`src/rtl/memory_arbiter_pkg.sv`:
```
// Shared command/requester encodings and arbiter state type for the memory port arbiter.
// The controller's memory_command encoding uses MEM_READ/MEM_WRITE from here.
package memory_arbiter_pkg;

    localparam logic MEM_READ  = 1'b0;
    localparam logic MEM_WRITE = 1'b1;

    localparam logic REQ_CORE = 1'b0;
    localparam logic REQ_AUX  = 1'b1;

    localparam int NUM_REQ = 2;

    typedef enum logic {
        ST_IDLE = 1'b0,
        ST_BUSY = 1'b1
    } arb_state_t;

    function automatic logic other_req(input logic idx);
        return ~idx;
    endfunction

endpackage

```
`src/rtl/memory_arbiter.sv`:
```
// Two-requester round-robin arbiter for the single memory port; one transaction
// outstanding at a time, with the completion routed back to the owning requester.
module memory_arbiter
    import memory_arbiter_pkg::*;
#(
    parameter int ADDR_WIDTH = 32,
    parameter int DATA_WIDTH = 32,
    parameter int STRB_WIDTH = DATA_WIDTH / 8
) (
    input  logic                                 clk,
    input  logic                                 reset,
    input  logic [NUM_REQ-1:0]                   req_enable,
    input  logic [NUM_REQ-1:0]                   req_command,
    input  logic [NUM_REQ-1:0][ADDR_WIDTH-1:0]   req_address,
    input  logic [NUM_REQ-1:0][DATA_WIDTH-1:0]   req_wdata,
    input  logic [NUM_REQ-1:0][STRB_WIDTH-1:0]   req_wstrb,
    output logic [NUM_REQ-1:0]                   req_ready,
    output logic [NUM_REQ-1:0]                   req_valid,
    output logic [DATA_WIDTH-1:0]                req_rdata,
    output logic                                 mem_enable,
    output logic                                 mem_command,
    output logic [ADDR_WIDTH-1:0]                mem_address,
    output logic [DATA_WIDTH-1:0]                mem_wdata,
    output logic [STRB_WIDTH-1:0]                mem_wstrb,
    input  logic                                 mem_ready,
    input  logic                                 mem_valid,
    input  logic [DATA_WIDTH-1:0]                mem_rdata,
    output logic [1:0]                           owner
);

    arb_state_t state_reg, state_next;
    logic       turn_reg, turn_next;
    logic       owner_reg, owner_next;
    logic       idle;

    assign idle = (state_reg == ST_IDLE);

    // Ready depends only on state, turn and mem_ready, never on req_enable,
    // so no combinational loop exists through a requester's handshake logic.
    generate
        for (genvar gi = 0; gi < NUM_REQ; gi++) begin : g_port
            assign req_ready[gi] = ~reset & idle & mem_ready & (turn_reg == 1'(gi));
            assign req_valid[gi] = ~reset & ~idle & mem_valid & (owner_reg == 1'(gi));
        end
    endgenerate

    assign mem_enable  = req_enable[turn_reg] & req_ready[turn_reg];
    assign mem_command = mem_enable & req_command[turn_reg];
    assign mem_address = req_address[turn_reg];
    assign mem_wdata   = req_wdata[turn_reg];
    assign mem_wstrb   = req_wstrb[turn_reg];
    assign req_rdata   = mem_rdata;
    assign owner       = idle ? 2'b00 : {1'b1, owner_reg};

    always_comb begin
        state_next = state_reg;
        turn_next  = turn_reg;
        owner_next = owner_reg;
        case (state_reg)
            ST_IDLE: begin
                if (mem_enable) begin
                    state_next = ST_BUSY;
                    owner_next = turn_reg;
                end else if (mem_ready && !req_enable[turn_reg]) begin
                    // Park flip: an idle turn holder gives the slot away.
                    turn_next = other_req(turn_reg);
                end
            end
            ST_BUSY: begin
                if (mem_valid) begin
                    state_next = ST_IDLE;
                    turn_next  = other_req(owner_reg);
                end
            end
            default: state_next = ST_IDLE;
        endcase
    end

    always_ff @(posedge clk) begin
        if (reset) begin
            state_reg <= ST_IDLE;
            turn_reg  <= REQ_CORE;
            owner_reg <= REQ_CORE;
        end else begin
            state_reg <= state_next;
            turn_reg  <= turn_next;
            owner_reg <= owner_next;
        end
    end

endmodule

```
`config.mk`:
```
export PLATFORM = sky130hd
export DESIGN_NAME = memory_arbiter
export DESIGN_NICKNAME = d
export VERILOG_FILES = /design/src/rtl/memory_arbiter_pkg.sv /design/src/rtl/memory_arbiter.sv
export SDC_FILE = /design/constraint.sdc
export NUM_CORES = 1
export LEC_CHECK = 0
export CAP_MARGIN = 40
export CORE_AREA = 2 2 111 113
export DETAILED_ROUTE_END_ITERATION = 6
export DIE_AREA = 0 0 113 115
export GPL_TIMING_DRIVEN = 0
export PLACE_DENSITY = 0.6
export SYNTH_ARGS = -nofsm -noshare
export SYNTH_HDL_FRONTEND = slang
export SYNTH_SLANG_ARGS = --single-unit
```
`constraint.sdc`:
```
create_clock -name clk -period 3.2 [get_ports clk]
set_input_delay 0.48 -clock clk [delete_from_list [all_inputs] [get_ports clk]]
set_output_delay 0.48 -clock clk [all_outputs]
set_load 0.03 [all_outputs]
```
[Word level (Yosys, flattened, before mapping)]
Index checks and enable logic that the tools add are counted.
Word-level totals
  bits in registers: 3
  input port bits: 176
  output and inout bits: 108
  word-level logic and storage cells: 45
Operators by class
  magnitude comparators: 1
  eq/ne operators: 3
  multiplexer cells: 20
  bitwise operators: 14
  reductions and logical operators: 4
Operators with widths (number)
  32-bit 2-to-1 mux: 4
  1-bit 2-to-1 mux: 11
  1-bit AND: 10
  4-bit 2-to-1 mux: 2
  2-bit != test, second input constant: 2
  1-bit NOT: 4
  1-bit one-hot mux with 2 select lines: 2
  3-bit AND reduction: 1
  1-bit by 2-bit less-than comparator with 1-bit output, second input constant: 1
  2-bit 2-to-1 mux: 1
  2-bit by 1-bit != test with 1-bit output, second input constant: 1
  2-bit AND reduction: 1
  1-bit logical AND: 1
  1-bit zero test: 1

[Longest topological paths before layout]
  depth in word-level cells: 9
  gate-level depth with buffers: 5
  gate-level depth less buffers: 3

[Worst setup path before layout]
OpenSTA, ideal clock, no wires.
  path kind: register -> output
  start point: register turn_reg
  end point: output req_ready[1]
  arrival: 1.475 ns
  required time: 2.720 ns
  slack: 1.245 ns
  stages on the path, launching flop included: 5
  buffers on the path: 3
  cell sequence: dfxtp_1 > buf_6 > buf_6 > buf_2 > nor3b_1
Between the ends
  longest elaborated chain between the ends: 1
Ends and longest elaborated chain
  start, declared: RTL line memory_arbiter.sv:32  | logic turn_reg, turn_next;
  start signal, assigned: RTL line memory_arbiter.sv:86  | turn_reg <= turn_next;
  1-bit AND: RTL line memory_arbiter.sv:42  | assign req_ready[gi] = ~reset & idle & mem_ready & (turn_reg == 1'(gi));
  end, declared: RTL line memory_arbiter.sv:17  | output logic [NUM_REQ-1:0] req_ready,
No other way between the ends.

[Final worst setup path]
  start point: input mem_ready
  end point: output mem_command
Between the ends
  longest elaborated chain between the ends: 6
  elaborated cells on any way between the ends: 7
  classes of those cells: mux: 2; bitwise: 5
Ends and longest elaborated chain
  start, declared: RTL line memory_arbiter.sv:25  | input logic mem_ready,
  1-bit AND (*): RTL line memory_arbiter.sv:42
  1-bit AND: RTL line memory_arbiter.sv:42
  1-bit 2-to-1 mux (not written as such) (*) (2 in series): RTL line memory_arbiter.sv:47  | assign mem_enable = req_enable[turn_reg] & req_ready[turn_reg];
  1-bit AND (*): RTL line memory_arbiter.sv:47
  1-bit AND (*): RTL line memory_arbiter.sv:48  | assign mem_command = mem_enable & req_command[turn_reg];
  end, declared: RTL line memory_arbiter.sv:21  | output logic mem_command,
Every way passes the cells marked *; elsewhere a longest branch is shown, timed or not. The select of a mux whose other input is x is not followed.

==> impl_table.tex <==
\begin{tabular}{lr}
\hline
Metric & Value \\
\hline
\multicolumn{2}{l}{\textbf{Final layout}} \\
\quad Post-route non-filler standard cell count & 538 \\
\quad Final instance area & 4050 µm² \\
\quad Share of final-layout standard cells stronger than drive strength 1 & 0.292 \\
\quad Area growth from synthesis to final layout & 216\% \\
\quad Core occupancy in the finished layout & 0.343 \\
\quad Filler Cells Inserted & 1221 \\
\quad Final-stage net count & 568 \\
\quad Total area of multi-input combinational cells & 902 µm² \\
\quad Number of antenna repair diodes & 0 \\
\quad FF/Latch Area & 60.1 µm² \\
\multicolumn{2}{l}{\textbf{Worst hold path}} \\
\quad Cell depth of the worst hold path & 2 \\
\quad Type of the tightest min-delay check & reg -> reg \\
\quad Launch instance of the worst min-delay path & owner\_reg\$\_SDFFE\_PP0P\_ \\
\multicolumn{2}{l}{\textbf{STA}} \\
\quad Post-route worst hold slack & 511 ps \\
\quad Skew final & 1.89 ps \\
\quad Number of pins exceeding their max-slew limit in the final report & 0 \\
\quad Setup violators final & 0 \\
\quad Highest attainable clock frequency & 0.360 GHz \\
\quad Hold violation count in the final report & 0 \\
\quad Tightest slew margin relative to the limit & 0.759 \\
\quad Worst-margin pin slew & 361 ps \\
\quad Setup\_tns & 0 ps \\
\quad Post-layout minimum cycle time & 2780 ps \\
\quad Final Cycle Share & 0.867 \\
\quad Unrepaired setup endpoints after global routing & no \\
\multicolumn{2}{l}{\textbf{Yosys}} \\
\quad Gate count after technology mapping & 137 \\
\quad Number of flip-flops and latches in the synthesized netlist & 3 \\
\quad Sequential share of the synthesized area & 0.0468 \\
\quad Yosys Warn Count & 0 \\
\quad Unique cell type count in the Yosys netlist & 21 \\
\quad Mean instance size in the synthesized netlist & 9.36 µm² \\
\quad Net Count, Synth & 313 \\
\quad Post-synthesis instance area & 1280 µm² \\
\multicolumn{2}{l}{\textbf{Drt}} \\
\quad Vias per cell & 3.73 \\
\quad Detailed-route via count & 2007 \\
\quad Detailed-route wire length per cell & 13.1 µm \\
\quad Count of unresolved DRC violations after routing & 16 \\
\quad Drt initial violations & 30 \\
\quad Remaining number of nets flagged by the antenna check after routing & 0 \\
\quad Count of TritonRoute iterations in the first routing pass & 7 \\
\quad Total wirelength of the detailed-routed design & 7030 µm \\
\multicolumn{2}{l}{\textbf{Setup path}} \\
\quad First element of the critical path & mem\_ready \\
\quad Largest fanout of any net on the critical path & 6 \\
\quad Worst reg2reg startpoint & turn\_reg\$\_SDFFE\_PP0P\_ \\
\quad CP Data Arrival Time & 2300 ps \\
\quad Endpoint required time on the critical path & 2720 ps \\
\quad Startpoint type of the worst setup path & input pin \\
\quad Number of cells traversed by the worst register-to-register path & 5 \\
\quad Setup Crit Path Kind & in -> out \\
\quad Worst Setup End Kind & primary output \\
\multicolumn{2}{l}{\textbf{Floorplan}} \\
\quad Initial standard-cell utilization of the core & 0.109 \\
\quad Total I/O pin count & 284 \\
\quad Site row count & 40 \\
\quad Width of the die & 113 µm \\
\quad Core outline area & 11800 µm² \\
\quad Chip height & 115 µm \\
\quad Die area & 13000 µm² \\
\multicolumn{2}{l}{\textbf{Global route}} \\
\quad Initial antenna violation count & 0 \\
\quad Vias in the first global route & 2065 \\
\quad Aggregate global-route resource usage & 0.0938 \\
\quad Global-route wire length before repair & 10000 µm \\
\quad Largest net degree at the start of global routing & 11 \\
\quad Total gr overflow & 0 \\
\multicolumn{2}{l}{\textbf{Clocking}} \\
\quad CTS buffer count & 3 \\
\quad \# hold bufs at CTS & 0 \\
\quad Num Clock Sinks & 3 \\
\quad Post CTS Setup Buffer Count & 0 \\
\quad Clock latency on the worst-skew pair & 220 ps \\
\quad CTS HTree Levels & 1 \\
\quad CTS tree & built \\
\quad Worst-path clk slew & 30 ps \\
\quad Max Root-Sink Buffers & 2 \\
\quad Clock tree root driver cell & sky130\_fd\_sc\_hd\_\_clkbuf\_16 \\
\quad Cts repair resizes & 0 \\
\multicolumn{2}{l}{\textbf{Power}} \\
\quad Leakage dissipation & 1.54 nW \\
\quad PwrDens & 254 nW/µm² \\
\quad Worst ir drop on vdd & 127 µV \\
\multicolumn{2}{l}{\textbf{Place}} \\
\quad Port Buffer Count & 250 \\
\quad Routability congestion estimate & 0.783 \\
\quad Placed Area & 3970 µm² \\
\quad Total placed cells including tap cells & 534 \\
\quad Detailed placer's ending HPWL & 6240 µm \\
\multicolumn{2}{l}{\textbf{Flow run}} \\
\quad Max-capacitance violation count & 0 \\
\multicolumn{2}{l}{\textbf{Status}} \\
\quad Result of the run & complete, but fails checks \\
\quad Violated checks & design-rule violations \\
\hline
\end{tabular}
## critical path, stage by stage
cell and delay (ps):
sky130_fd_sc_hd__clkdlybuf4s50_1 530, sky130_fd_sc_hd__nand2b_4 90, sky130_fd_sc_hd__or3_1 400, sky130_fd_sc_hd__nor2_1 120
sky130_fd_sc_hd__clkdlybuf4s50_1 670
## power breakdown
part	internal [mW]	leakage [nW]	switching, mW
clock network	0.164	0.0382	0.0337
registers	0.0398	0.0245	0.00186
logic	0.439	1.48	0.347
total	0.644	1.54	0.382
## kinds of logic (layout without fill, tap and decap cells)
family,after synthesis,after routing,share of synthesized area
buffers and inverters,46,300,0.250
flip-flops,3,3,0.0468
AO/OA/AOI/OAI,6,6,0.0302
multiplexers,70,70,0.613
AND/OR/NAND/NOR,12,12,0.0605
## cell usage after synthesis
library cell	count	area share
sky130_fd_sc_hd__mux2i_1	2	0.016
sky130_fd_sc_hd__and2_1	1	0.0049
sky130_fd_sc_hd__nor3_1	3	0.012
sky130_fd_sc_hd__or3_1	2	0.0098
sky130_fd_sc_hd__a31oi_1	1	0.0049
sky130_fd_sc_hd__o31ai_1	1	0.0059
sky130_fd_sc_hd__o211ai_1	2	0.012
sky130_fd_sc_hd__buf_4	33	0.19
sky130_fd_sc_hd__nor2_1	1	0.0029
sky130_fd_sc_hd__inv_1	3	0.0088
sky130_fd_sc_hd__a21oi_1	2	0.0078
sky130_fd_sc_hd__clkbuf_1	1	0.0029
sky130_fd_sc_hd__nand2b_4	1	0.011
sky130_fd_sc_hd__buf_2	7	0.027
sky130_fd_sc_hd__dfxtp_1	3	0.047
sky130_fd_sc_hd__buf_6	2	0.018
sky130_fd_sc_hd__nand2b_1	1	0.0049
sky130_fd_sc_hd__nand4b_1	1	0.0068
sky130_fd_sc_hd__nor3b_1	1	0.0059
sky130_fd_sc_hd__mux2_2	68	0.60
sky130_fd_sc_hd__nand2_1	1	0.0029
## area by class of cell
class	instances	area share
inverters	3	0.00278
repair buffers	250	0.618
well taps	147	0.0454
multi-input cells	88	0.223
flip-flops and latches	3	0.0148
plain buffers	43	0.0764
clock buffers	4	0.0195
## metal layers
layer | vias up | GRT usage | routed length (µm)
li1 | 965 | - | -
met1 | 878 | 0.0948 | 2300
met2 | 158 | 0.185 | 3700
met3 | 6 | 0.0332 | 952
met4 | 0 | 0.0195 | 76
met5 | - | 0 | 0
## layout by cell type (no fill, tap or decap)
cell type / n
sky130_fd_sc_hd__a21oi_1: 2
sky130_fd_sc_hd__a31oi_1: 1
sky130_fd_sc_hd__and2_1: 1
sky130_fd_sc_hd__buf_2: 7
sky130_fd_sc_hd__buf_4: 33
sky130_fd_sc_hd__buf_6: 2
sky130_fd_sc_hd__clkbuf_1: 2
sky130_fd_sc_hd__clkbuf_16: 3
sky130_fd_sc_hd__clkdlybuf4s50_1: 250
sky130_fd_sc_hd__dfxtp_1: 3
sky130_fd_sc_hd__inv_1: 3
sky130_fd_sc_hd__mux2_2: 68
sky130_fd_sc_hd__mux2i_1: 2
sky130_fd_sc_hd__nand2_1: 1
sky130_fd_sc_hd__nand2b_1: 1
sky130_fd_sc_hd__nand2b_4: 1
sky130_fd_sc_hd__nand4b_1: 1
sky130_fd_sc_hd__nor2_1: 1
sky130_fd_sc_hd__nor3_1: 3
sky130_fd_sc_hd__nor3b_1: 1
sky130_fd_sc_hd__o211ai_1: 2
sky130_fd_sc_hd__o31ai_1: 1
sky130_fd_sc_hd__or3_1: 2
## metrics by stage
stage          power [mW]  setup slack [ps]
6_report             1.03               424
5_1_grt              1.07               365
4_1_cts              1.04               416
3_5_place_dp        0.834               416
3_3_place_gp        0.833               407
2_1_floorplan       0.442              1250
## final timing paths
path                            endpoint  slack (ps)
setup / recovery             mem_command         420
hold / removal    owner_reg$_SDFFE_PP0P_         510
setup reg to reg  owner_reg$_SDFFE_PP0P_        1980
hold reg to reg   owner_reg$_SDFFE_PP0P_         510
Note: power is estimated with default switching activity, not from simulation.
